### src/rtl/imem_loader_if.sv
// Byte-stream receive handshake and IMEM write port of the instruction
// memory loader.
interface imem_loader_if;
    logic        rx_valid;
    logic [7:0]  rx_data;
    logic        rx_ready;
    logic        imem_we;
    logic [31:0] imem_addr;
    logic [31:0] imem_wdata;

    modport master (
        input  rx_valid,
        input  rx_data,
        output rx_ready,
        output imem_we,
        output imem_addr,
        output imem_wdata
    );

    modport slave (
        output rx_valid,
        output rx_data,
        input  rx_ready,
        input  imem_we,
        input  imem_addr,
        input  imem_wdata
    );
endinterface

### src/rtl/imem_loader.sv
// IMEM loader: length-prefixed LE byte stream into one-cycle IMEM word writes,
// XOR-verified, with an inter-byte watchdog; holds the core while loading.
module imem_loader #(
    parameter int          IMEM_DEPTH     = 256,
    parameter logic [31:0] BASE_ADDR      = 32'h0,
    parameter int          TIMEOUT_CYCLES = 100000
) (
    input  logic          clk,
    input  logic          rst,
    input  logic          start,
    imem_loader_if.master bus,
    output logic          core_hold,
    output logic          load_done,
    output logic          load_error,
    output logic [15:0]   words_written
);
    typedef enum logic [2:0] {
        IDLE, LEN, DATA, CHK, DONE, ERR
    } state_t;

    state_t      state;
    logic [1:0]  byte_cnt;
    logic [31:0] sreg;
    logic [31:0] len;
    logic [31:0] word_idx;
    logic [31:0] timer;
    logic [7:0]  csum;
    logic        acc;
    logic        timeout;
    logic        last_byte;
    logic [31:0] shifted;

    assign acc       = bus.rx_valid && bus.rx_ready;
    assign last_byte = (byte_cnt == 2'd3);
    // Length and payload words share one LE shift register.
    assign shifted   = {bus.rx_data, sreg[31:8]};
    assign timeout   = bus.rx_ready &&
                       (timer == 32'(TIMEOUT_CYCLES - 1));

    always_ff @(posedge clk) begin
        if (!rst) begin
            state          <= IDLE;
            byte_cnt       <= 2'd0;
            sreg           <= 32'd0;
            len            <= 32'd0;
            word_idx       <= 32'd0;
            timer          <= 32'd0;
            csum           <= 8'd0;
            core_hold      <= 1'b0;
            load_done      <= 1'b0;
            load_error     <= 1'b0;
            words_written  <= 16'd0;
            bus.rx_ready   <= 1'b0;
            bus.imem_we    <= 1'b0;
            bus.imem_addr  <= 32'd0;
            bus.imem_wdata <= 32'd0;
        end else begin
            bus.imem_we <= 1'b0;
            if (timeout) begin
                state        <= ERR;
                load_error   <= 1'b1;
                bus.rx_ready <= 1'b0;
            end else if (acc) begin
                timer    <= 32'd0;
                byte_cnt <= byte_cnt + 2'd1;
                sreg     <= shifted;
                unique case (state)
                    LEN: begin
                        if (last_byte) begin
                            if (shifted == 32'd0 ||
                                shifted > 32'(IMEM_DEPTH)) begin
                                state        <= ERR;
                                load_error   <= 1'b1;
                                bus.rx_ready <= 1'b0;
                            end else begin
                                len   <= shifted;
                                state <= DATA;
                            end
                        end
                    end
                    DATA: begin
                        csum <= csum ^ bus.rx_data;
                        if (last_byte) begin
                            bus.imem_we    <= 1'b1;
                            bus.imem_addr  <= BASE_ADDR +
                                              {word_idx[29:0], 2'b00};
                            bus.imem_wdata <= shifted;
                            word_idx       <= word_idx + 32'd1;
                            words_written  <= words_written + 16'd1;
                            if (word_idx + 32'd1 == len)
                                state <= CHK;
                        end
                    end
                    CHK: begin
                        bus.rx_ready <= 1'b0;
                        if (bus.rx_data == csum) begin
                            state     <= DONE;
                            load_done <= 1'b1;
                            core_hold <= 1'b0;
                        end else begin
                            state      <= ERR;
                            load_error <= 1'b1;
                        end
                    end
                    default: ;
                endcase
            end else if (bus.rx_ready) begin
                timer <= timer + 32'd1;
            end else if (start && (state == IDLE ||
                                   state == DONE ||
                                   state == ERR)) begin
                state         <= LEN;
                byte_cnt      <= 2'd0;
                word_idx      <= 32'd0;
                csum          <= 8'd0;
                timer         <= 32'd0;
                words_written <= 16'd0;
                load_done     <= 1'b0;
                load_error    <= 1'b0;
                core_hold     <= 1'b1;
                bus.rx_ready  <= 1'b1;
            end
        end
    end
endmodule

### src/flat_wrapper.sv
// flat-port wrapper written by rule: the top's interface ports become plain ports
module imem_loader_flat 
#(
    parameter int          IMEM_DEPTH     = 256,
    parameter logic [31:0] BASE_ADDR      = 32'h0,
    parameter int          TIMEOUT_CYCLES = 100000
)
  (clk, rst, start, core_hold, load_done, load_error, words_written, bus_rx_valid, bus_rx_data, bus_rx_ready, bus_imem_we, bus_imem_addr, bus_imem_wdata);
  imem_loader_if bus_i ();
  input  logic clk;
  input  logic rst;
  input  logic start;
  output logic core_hold;
  output logic load_done;
  output logic load_error;
  output logic [15:0] words_written;
  input wire logic [$bits(bus_i.rx_valid)-1:0] bus_rx_valid;
  input wire logic [$bits(bus_i.rx_data)-1:0] bus_rx_data;
  output wire logic [$bits(bus_i.rx_ready)-1:0] bus_rx_ready;
  output wire logic [$bits(bus_i.imem_we)-1:0] bus_imem_we;
  output wire logic [$bits(bus_i.imem_addr)-1:0] bus_imem_addr;
  output wire logic [$bits(bus_i.imem_wdata)-1:0] bus_imem_wdata;
  assign bus_i.rx_valid = bus_rx_valid;
  assign bus_i.rx_data = bus_rx_data;
  assign bus_rx_ready = bus_i.rx_ready;
  assign bus_imem_we = bus_i.imem_we;
  assign bus_imem_addr = bus_i.imem_addr;
  assign bus_imem_wdata = bus_i.imem_wdata;
  imem_loader #(.IMEM_DEPTH(IMEM_DEPTH), .BASE_ADDR(BASE_ADDR), .TIMEOUT_CYCLES(TIMEOUT_CYCLES)) u_core (.clk(clk), .rst(rst), .start(start), .bus(bus_i), .core_hold(core_hold), .load_done(load_done), .load_error(load_error), .words_written(words_written));
endmodule
### config.mk
export PLATFORM = sky130hd
export DESIGN_NAME = imem_loader_flat
export DESIGN_NICKNAME = d
export VERILOG_FILES = /design/src/rtl/imem_loader_if.sv /design/src/rtl/imem_loader.sv /design/src/flat_wrapper.sv
export SDC_FILE = /design/constraint.sdc
export NUM_CORES = 1
export LEC_CHECK = 0
export ABC_CLOCK_PERIOD_IN_PS = 3650
export CORE_ASPECT_RATIO = 1.5
export CORE_MARGIN = 4
export CORE_UTILIZATION = 50
export CTS_CLUSTER_SIZE = 28
export DETAILED_ROUTE_END_ITERATION = 10
export PLACE_DENSITY = 0.79
export REMOVE_ABC_BUFFERS = 1
export SETUP_SLACK_MARGIN = 0.3
export SYNTH_ARGS = -nofsm -noshare
export SYNTH_HDL_FRONTEND = slang
export SYNTH_SLANG_ARGS = --single-unit
### constraint.sdc
create_clock -name clk -period 3.65 [get_ports clk]
set_input_delay 0.365 -clock clk [delete_from_list [all_inputs] [get_ports clk]]
set_output_delay 0.365 -clock clk [all_outputs]
set_load 0.01 [all_outputs]
==> results of run 1 <==
==> Yosys cell counts, drive strengths merged, types with 2 or more instances <==
master / n / area [µm²]
nand2: 241 / 907
dfxtp: 216 / 4320
a21boi: 103 / 773
nor2: 66 / 255
xnor2: 50 / 438
o21ai: 49 / 245
clkbuf: 47 / 178
xor2: 43 / 377
and3: 37 / 231
nand3: 37 / 220
a21oi: 34 / 170
buf: 34 / 189
nor2b: 34 / 213
nand4: 32 / 255
nor3: 31 / 176
nor4: 29 / 218
and2: 14 / 87.6
inv: 13 / 48.8
o21a: 13 / 97.6
and4: 11 / 96.3
mux2i: 11 / 110
nand2b: 9 / 56.3
a31oi: 8 / 50.1
and3b: 8 / 70.1
or3: 8 / 50.1
o31ai: 5 / 37.5
or4: 5 / 41.3
ha: 4 / 50.1
nand3b: 4 / 30.0
a2111oi: 2 / 36.3
a22oi: 2 / 15.0
nor3b: 2 / 20.0
o22ai: 2 / 12.5
o311ai: 2 / 17.5
==> metal layers <==
metal / track usage / vias to the layer above / routed length (µm)
met1: 0.239 / 4114 / 9820
met3: 0.0294 / 76 / 1120
met2: 0.397 / 235 / 12900
li1: - / 4316 / -
met5: 0 / - / 0
met4: 0.0981 / 0 / 1050
==> how the worst min path moves through the flow <==
| stage | end | depth (start not counted) |
|---|---|---|
| 2_1_floorplan | u_core.bus.imem_wdata[6] | 2 |
| 3_3_place_gp | u_core.bus.imem_addr[24] | 2 |
| 5_1_grt | u_core.word_idx[9] | 2 |
| 6_report | u_core.word_idx[9] | 2 |
| 3_5_place_dp | u_core.bus.imem_wdata[10] | 2 |
| 4_1_cts | u_core.word_idx[9] | 2 |
==> power breakdown <==
group	switching, mW	leakage, nW	internal, mW
Sequential	0.0418	1.74	2.39
Clock	0.889	0.344	1.35
Combinational	0.348	2.16	0.172
==> per-stage QoR <==
step | setup WS, ps | cells | cell area (µm²)
3_3_place_gp | 732 | 1512 | 11300
6_report | 572 | 1548 | 12000
5_1_grt | 341 | 1548 | 12000
3_5_place_dp | 646 | 1512 | 11300
4_1_cts | 629 | 1548 | 12000
2_1_floorplan | -745 | 1144 | 9910
==> layout make-up <==
type | count | area [µm²] | share of cell area
clock buffers | 30 | 599 | 0.0498
clock inverters | 6 | 108 | 0.00894
inverters | 13 | 48.8 | 0.00406
multi-input cells | 915 | 5550 | 0.461
flip-flops and latches | 216 | 4320 | 0.359
well taps | 260 | 325 | 0.0270
repair buffers | 108 | 1080 | 0.0898
==> kinds of logic (layout without fill, tap and decap cells) <==
kind of cell             count (synthesis)  after routing
other                                    1              2
XOR/XNOR                                93             93
AND/OR/NAND/NOR                        573            573
flip-flops                             216            216
multiplexers                            12             12
AO/OA/AOI/OAI                          231            231
buffers and inverters                   94            157
adder cells (fa/ha/maj)                  4              4
==> worst max-delay path, cell delays in order (launching register included) <==
cell      delay, ps
dfxtp_1         470
ha_1            370
nand4_2         250
or3_1           500
nor3_1          430
nand3_1         210
xnor2_1         260
o2111a_1        210
nand4_1         140
a21oi_1         170
==> flip-flops by register name (all words and copies together) (netlist names) <==
| register | count |
|---|---|
| u_core.words_written | 16 |
| u_core.bus.imem_we | 1 |
| u_core.len | 32 |
| u_core.csum | 8 |
| u_core.bus.rx_ready | 1 |
| u_core.state | 3 |
| u_core.bus.imem_wdata | 32 |
| u_core.core_hold | 1 |
| u_core.bus.imem_addr | 30 |
| u_core.byte_cnt | 2 |
| u_core.word_idx | 32 |
| u_core.load_error | 1 |
| u_core.timer | 32 |
| u_core.load_done | 1 |
| u_core.sreg | 24 |
==> flow_metrics.env, run 1 <==
export IMPL_rsz0062_at_grt="false"
export IMPL_post_cts_buffers=0
export IMPL_max_cap_viol_count=0
export IMPL_htree_levels=1
export IMPL_cts_root_buf="clkbuf_16"
export IMPL_dp_hpwl_mm=17.1
export IMPL_yosys_area_share_adder=0.00487
export IMPL_clock_latency_ps=500
export IMPL_tns_ps=0
export IMPL_synth_top_family_by_area="simple AND/OR/NAND/NOR gates"
export IMPL_synthArstFlopShare=0
export IMPL_path_max_fanout=8
export IMPL_viasPerCell=5.65
export IMPL_finalSetupViolations=0
export IMPL_place_gp_congestion=0.886
export IMPL_finClkSkew_ps=11.9
export IMPL_cts_buffer_depth=3
export IMPL_routed_wl_mm=24.9
export IMPL_routedWlPerCell_um=16.1
export IMPL_drive_gt1_frac=0.0559
export IMPL_synth_distinct_cells=70
export IMPL_status="completed"
export IMPL_holdCritStartpoint="rst"
export IMPL_finalPower_mw=5.19
export IMPL_synthesis_area_um2=10300
export IMPL_layout_common_cells="240 x nand2_1, 216 x dfxtp_1, 93 x clkdlybuf4s50_1"
export IMPL_powerDensity_nw_per_um2=432
export IMPL_setup_worst_path_start="u_core.word_idx[0]"
export IMPL_min_path_type="primary input to flop"
export IMPL_critPathKind="flop to flop"
export IMPL_syn_area_per_cell_um2=8.39
export IMPL_antenna_found_initial=0
export IMPL_end_kind="flop"
export IMPL_synth_compound_area_frac=0.151
export IMPL_cts_tree="yes"
export IMPL_grt_pass1_wl_mm=41.6
export IMPL_cts_resized=0
export IMPL_final_common_cell="nand2_1"
export IMPL_synth_warnings=0
export IMPL_critPathRequiredTime_ps=4080
export IMPL_cts_made_buffers=21
export IMPL_p_leak_nw=4.24
export IMPL_layout_nets=1291
export IMPL_io_pins=97
export IMPL_r2r_start="u_core.word_idx[0]"
export IMPL_antenna_left=0
export IMPL_die_y_um=184
export IMPL_port_buffers=94
export IMPL_reg2reg_depth=9
export IMPL_area_growth_pct=17.2
export IMPL_routed_via_count=8741
export IMPL_fin_crit_sh=0.843
export IMPL_grt_max_degree=141
export IMPL_synth_cells=1224
export IMPL_finalMaxSlewViolations=0
export IMPL_synthMuxAreaShare=0.0129
export IMPL_core_area_um2=20000
export IMPL_min_period_ps=3080
export IMPL_finalHoldViolCount=0
export IMPL_overflow=0
export IMPL_synthFlopType="dfxtp_1"
export IMPL_start_util=0.513
export IMPL_cts_hold_buf=0
export IMPL_drt_iter0_markers=513
export IMPL_crit_end="u_core.state[0]"
export IMPL_final_util=0.601
export IMPL_r2r_end="u_core.state[0]"
export IMPL_fp_row_count=63
export IMPL_arrival_ps=3510
export IMPL_critPathLaunchType="flop"
export IMPL_die_w_um=125
export IMPL_die_area_um2=22900
export IMPL_track_usage=0.213
export IMPL_grt_pass1_vias=8700
export IMPL_synth_xor_area_frac=0.0793
export IMPL_synth_edf_count=0
export IMPL_synthSimpleGateAreaFrac=0.290
export IMPL_drc=0
export IMPL_ys_seq_area_frac=0.421
export IMPL_maxSlewHeadroom=0.379
export IMPL_clk_pin_slew_ps=70
export IMPL_ir_drop_uv=432
export IMPL_rrSetupSlack_ps=570
export IMPL_drtPass1Iterations=5
export IMPL_tightest_slew_ps=924
export IMPL_nFillCells=1801
export IMPL_fmax_mhz=325
export IMPL_synth_seq_cells=216
export IMPL_antenna_cells=0
export IMPL_fin_hold_ws_ps=294
export IMPL_cts_sinks=216
Note: power is estimated with default switching activity, not from simulation.
==> inputs of run 2 (changes only) <==
Settings changed: ABC_CLOCK_PERIOD_IN_PS 3650 to 2700, PLACE_DENSITY 0.79 to 0.82.
Clock period 3.65 ns to 2.7 ns, I/O delays scaled along.
==> run 2 against run 1 <==
Total power increased by 42%. Largest power group unchanged. Highest routed layer unchanged. Critical path type unchanged. Sequential share of layout area decreased by 2.3 points. Sequential power grew 35%. Critical endpoint unchanged. Clock skew is 2.7 ps lower. Register-to-register slack lost 490 ps. Clock power rose by 45%. Largest cell class unchanged. Die area unchanged.
==> flow_metrics.env, run 2 (synthesis gave the netlist of run 1 again) <==
export IMPL_pwr_share_comb=0.116
export IMPL_clock_latency_ps=510
export IMPL_ir_drop_uv=591
export IMPL_min_path_type="primary input to flop"
export IMPL_drive_gt1_frac=0.121
export IMPL_antenna_found_initial=0
export IMPL_overflow=0
export IMPL_multiInputGateArea_um2=5690
export IMPL_routedWlPerCell_um=17.2
export IMPL_place_ws_ps=24.7
export IMPL_fp_row_count=63
export IMPL_p_leak_nw=4.76
export IMPL_finalSetupViolations=0
export IMPL_switching_power_mw=1.85
export IMPL_arrival_ps=3050
export IMPL_max_cap_viol_count=0
export IMPL_nFillCells=1655
export IMPL_powerDensity_nw_per_um2=573
export IMPL_cts_buffer_depth=3
export IMPL_final_common_cell="nand2_1"
export IMPL_dpl_cell_area_um2=11800
export IMPL_fmax_mhz=382
export IMPL_place_gp_congestion=0.933
export IMPL_htree_levels=1
export IMPL_cts_root_buf="clkbuf_16"
export IMPL_switching_share=0.250
export IMPL_cts_sinks=216
export IMPL_clk_pin_slew_ps=60
export IMPL_routed_wl_mm=27.9
export IMPL_drt_iter0_markers=573
export IMPL_cts_made_buffers=22
export IMPL_fin_hold_ws_ps=192
export IMPL_area_growth_pct=25.4
export IMPL_pwr_share_seq=0.445
export IMPL_path_max_fanout=5
export IMPL_die_y_um=184
export IMPL_track_usage=0.227
export IMPL_tightest_slew_ps=549
export IMPL_critPathKind="flop to flop"
export IMPL_io_pins=97
export IMPL_antenna_cells=0
export IMPL_register_area_um2=4330
export IMPL_viasPerCell=5.69
export IMPL_core_area_um2=20000
export IMPL_routed_via_count=9239
export IMPL_finClkSkew_ps=9.19
export IMPL_maxSlewHeadroom=0.629
export IMPL_critPathLaunchType="flop"
export IMPL_cts_tree="yes"
export IMPL_antenna_left=0
export IMPL_fin_crit_sh=0.969
export IMPL_final_area_um2=12900
export IMPL_rsz0062_at_grt="true"
export IMPL_port_buffers=94
export IMPL_critPathRequiredTime_ps=3140
export IMPL_drtPass1Iterations=5
export IMPL_finalMaxSlewViolations=0
export IMPL_start_util=0.513
export IMPL_grt_pass1_vias=9079
export IMPL_p_int_mw=5.54
export IMPL_finalHoldViolCount=0
export IMPL_layout_nets=1364
export IMPL_fin_ws_ps=83.7
export IMPL_end_kind="flop"
export IMPL_die_area_um2=22900
export IMPL_status="completed"
export IMPL_layout_common_cells="240 x nand2_1, 213 x dfxtp_1, 93 x clkdlybuf4s50_1"
export IMPL_grt_max_degree=99
export IMPL_grt_pass1_wl_mm=43.9
export IMPL_finalPower_mw=7.38
export IMPL_dp_hpwl_mm=18.7
export IMPL_p_clk_frac=0.439
export IMPL_drc=0
export IMPL_min_period_ps=2620
export IMPL_die_w_um=125
[run 2: routing by layer]
layer | track usage | vias to the layer above | routed length [µm]
met3 | 0.0288 | 88 | 1250
met2 | 0.438 | 277 | 14700
met5 | 0 | - | 0
met1 | 0.243 | 4404 | 10700
met4 | 0.107 | 0 | 1260
li1 | - | 4470 | -
[run 2: path summary, 6_finish.rpt]
check                                          startpoint                   endpoint  slack [ps]  depth (start not counted)
worst max-delay path                   u_core.word_idx[0]            u_core.state[0]          80                         10
worst min-delay path                                  rst        u_core.word_idx[30]         190                          2
worst max register to register         u_core.word_idx[0]            u_core.state[0]          80                         10
worst min register to register  u_core.bus.imem_wdata[17]  u_core.bus.imem_wdata[17]         450                          2
[run 2: area by class of cell]
class | instances | share of cell area
Multi-Input combinational cell | 915 | 0.441
Sequential cell | 216 | 0.336
Timing Repair Buffer | 180 | 0.133
Clock buffer | 33 | 0.0515
Tap cell | 260 | 0.0253
Clock inverter | 6 | 0.00864
Inverter | 13 | 0.00379
[run 2: timing repair]
action | 4_1_cts | 5_1_grt
setup endpoints to repair | 28 | 86
cloned | 0 | 3
gates resized for setup | 14 | 26
hold buffers | 0 | 0
buffers inserted | 0 | 3
pin swaps | 0 | 2
endpoints found under the hold margin | 0 | 0
[run 2: power by group through the flow]
stage          registers [mW]  clock network (mW)  logic (mW)
2_1_floorplan            3.36                   0       0.392
3_3_place_gp             3.35                   0       0.775
3_5_place_dp             3.35                   0       0.783
4_1_cts                  3.28                3.29       0.793
5_1_grt                  3.29                3.42       0.925
6_report                 3.29                3.24       0.859
[run 2: critical path, cell delays in order, from the launching register on]
cell and delay, ps:
dfxtp_1 380, ha_1 210, nand4_2 120, or3_1 350
buf_4 180, or2_1 260, xnor2_1 230, nand4_1 120
nor4_1 320, nand4_1 190, a21oi_1 190
[run 2: through the flow]
stage | TNS, ps | cells | util
after floorplan | -118750 | 1144 | -
after global placement | 0 | 1578 | 0.590
after detailed placement | 0 | 1578 | 0.590
final | 0 | 1623 | 0.643
after global routing | -30.7 | 1623 | 0.643
after CTS | 0 | 1617 | 0.632
==> inputs of run 3 (changes only) <==
Settings changed: CAP_MARGIN from default to 20.
==> results of run 3 <==
Final layout, timing and power as in run 2 (identical DEF).
==> RTL change (settings of run 2) <==
`TIMEOUT_CYCLES` is set to 100000 in 2 places; all go to 75000.
--- a/src/rtl/imem_loader.sv
+++ b/src/rtl/imem_loader.sv
@@ -4,5 +4,5 @@
     parameter int          IMEM_DEPTH     = 256,
     parameter logic [31:0] BASE_ADDR      = 32'h0,
-    parameter int          TIMEOUT_CYCLES = 100000
+    parameter int          TIMEOUT_CYCLES = 75000
 ) (
     input  logic          clk,
--- a/src/flat_wrapper.sv
+++ b/src/flat_wrapper.sv
@@ -4,5 +4,5 @@
     parameter int          IMEM_DEPTH     = 256,
     parameter logic [31:0] BASE_ADDR      = 32'h0,
-    parameter int          TIMEOUT_CYCLES = 100000
+    parameter int          TIMEOUT_CYCLES = 75000
 )
   (clk, rst, start, core_hold, load_done, load_error, words_written, bus_rx_valid, bus_rx_data, bus_rx_ready, bus_imem_we, bus_imem_addr, bus_imem_wdata);
Function: not settled (the Yosys comparison gave no result); the edit may change what the design does.
==> RTL change against run 2 <==
- highest routed layer unchanged
- count of clock-buffer cells in the layout shrank 9
- sequential cell count is the same
- core utilization grew 1.2 points
- routed wire length shrank 2.2%
- clock skew grew 0.0069 ns
- via count grew 0.35%
- setup slack gained 0.022 ns
- area after synthesis shrank 0.83%
- design area grew 1.5%
- sequential share of layout area shrank 0.20 points
Power is not compared: it rests on default switching activity, and its combinational part moved more than twofold at a synthesized area within 25%.
==> RTL change: results (changes against run 2) <==
TritonCTS Buffers=21 (-4.5%); worst-path maximum fanout=8 (+3); flop-to-flop setup slack=0.11 ns (+0.02 ns); reg2reg path depth=7 (-3); drt initial violations=592 (+3.3%); Placer Congestion=0.896 (-4.0%); Final Hold Fails=0 (unchanged); r2r startpoint=u_core.word_idx[16]; Max-Slew Margin vs Limit=0.533 (-0.0965); Post-Synth XOR/XNOR Area=0.0661 (-0.0132); Vias/cell=5.67 (-0.33%); routed len/inst=16.7 um (-2.9%); initial core utilization=0.511 (-0.00224); H-tree levels=1 (unchanged); first-pass GRT wire length=43.8 mm (about the same); Placement Cell Area=0.0117 mm2 (-1.1%); CP arrival=3.00 ns (-0.05 ns); largest cells by area after synthesis=dfxtp_1 (42%), nand2_1 (7.9%), a21boi_0 (5.1%); Psw=1470 uW; share of cells above drive strength 1=0.166 (+0.0449); clock skew=0.0161 ns (+0.00687 ns); Synth top cells by count=dfxtp_1 (216), nand2_1 (213), o21ai_0 (70); adder-cell share of the synthesized area=0.00590 (+0.00102); Critical Setup Path Class=reg2reg; Synth cell types=64 (-8.6%); status=finished, final reports clean; sequential-to-total area share from yosys stat=0.425 (+0.00352); DP HPWL=17.9 mm (-4.4%); largest net degree at the start of global routing=92 (-7.1%); vias in the first global route=9085 (+0.066%); main flop type after synthesis=dfxtp_1; Min-Delay Path Class=in2reg; Layout Nets=1375 (+0.81%); Synth Area in Compound Gates=0.143 (-0.00857)
[RTL change: cell count changes in the layout (fill, tap and decap cells not counted), moves of 23 or more]
cell	change
a21boi_1	-48
o21ai_0	+23
nand2_1	-28
xor2_1	-24
mux2i_1	+24
nor2b_1	+29
[RTL change: per-layer routing]
metal	part of all wire	wire length (um)	GRT usage
met3	0.046	1250	0.0312
met5	0	0	0
met4	0.042	1140	0.108
met2	0.51	14000	0.408
met1	0.40	10900	0.262
[RTL change: power by group through the flow]
stage	clock network, uW	registers, uW	logic [uW]
5_1_grt	3330	3210	359
3_3_place_gp	0	3290	304
4_1_cts	3210	3210	312
6_report	3160	3210	332
3_5_place_dp	0	3290	307
2_1_floorplan	0	3280	157
[RTL change: stage by stage]
stage	cells	total power (uW)	setup slack [ns]
final	1634	6700	0.106
after global routing	1634	6900	0.120
after CTS	1623	6730	0.228
after detailed placement	1567	3590	0.106
after global placement	1567	3590	0.164
after floorplan	1144	3440	-1.70
[RTL change: cells by family after synthesis]
family | Yosys count
buffers and inverters | 89
adder cells (fa/ha/maj) | 5
other | 1
XOR/XNOR | 76
flip-flops | 216
multiplexers | 35
AO/OA/AOI/OAI | 230
AND/OR/NAND/NOR | 572
[RTL change: worst min-delay path by stage]
| stage | startpoint | slack (ns) | cells after the start | end |
|---|---|---|---|---|
| floorplan | rst | 0.39 | 1 | u_core.word_idx[5] |
| global placement | u_core.bus.imem_addr[13] | 0.45 | 2 | u_core.bus.imem_addr[13] |
| detailed placement | u_core.bus.imem_addr[15] | 0.46 | 2 | u_core.bus.imem_addr[15] |
| CTS | rst | 0.10 | 2 | u_core.core_hold |
| global route | rst | 0.12 | 2 | u_core.core_hold |
| finish | rst | 0.12 | 2 | u_core.core_hold |
[RTL change: layout make-up]
type / instances / area [um2]
timing repair buffer: 192 / 1760
clock buffer: 24 / 567
inverter: 8 / 30.0
tap: 260 / 325
sequential: 216 / 4370
multi-input combinational: 920 / 5840
fill: 1555 / 6870
clock inverter: 14 / 180
[RTL change: what timing repair did]
action	in CTS	in global routing
gates cloned	0	0
pin swaps	20	17
gates resized for setup	64	40
hold buffers	0	0
endpoints found under the hold margin	0	0
setup buffers	18	11
endpoints found under the setup margin	21	175
[RTL change: worst max-delay path: stages (launching register included)]
cell and delay [ns]:
dfxtp_2 0.43, nand4_1 0.29, or3_4 0.48, buf_4 0.17
nor4_2 0.29, o2bb2ai_1 0.09, or4_4 0.51, o31ai_4 0.25
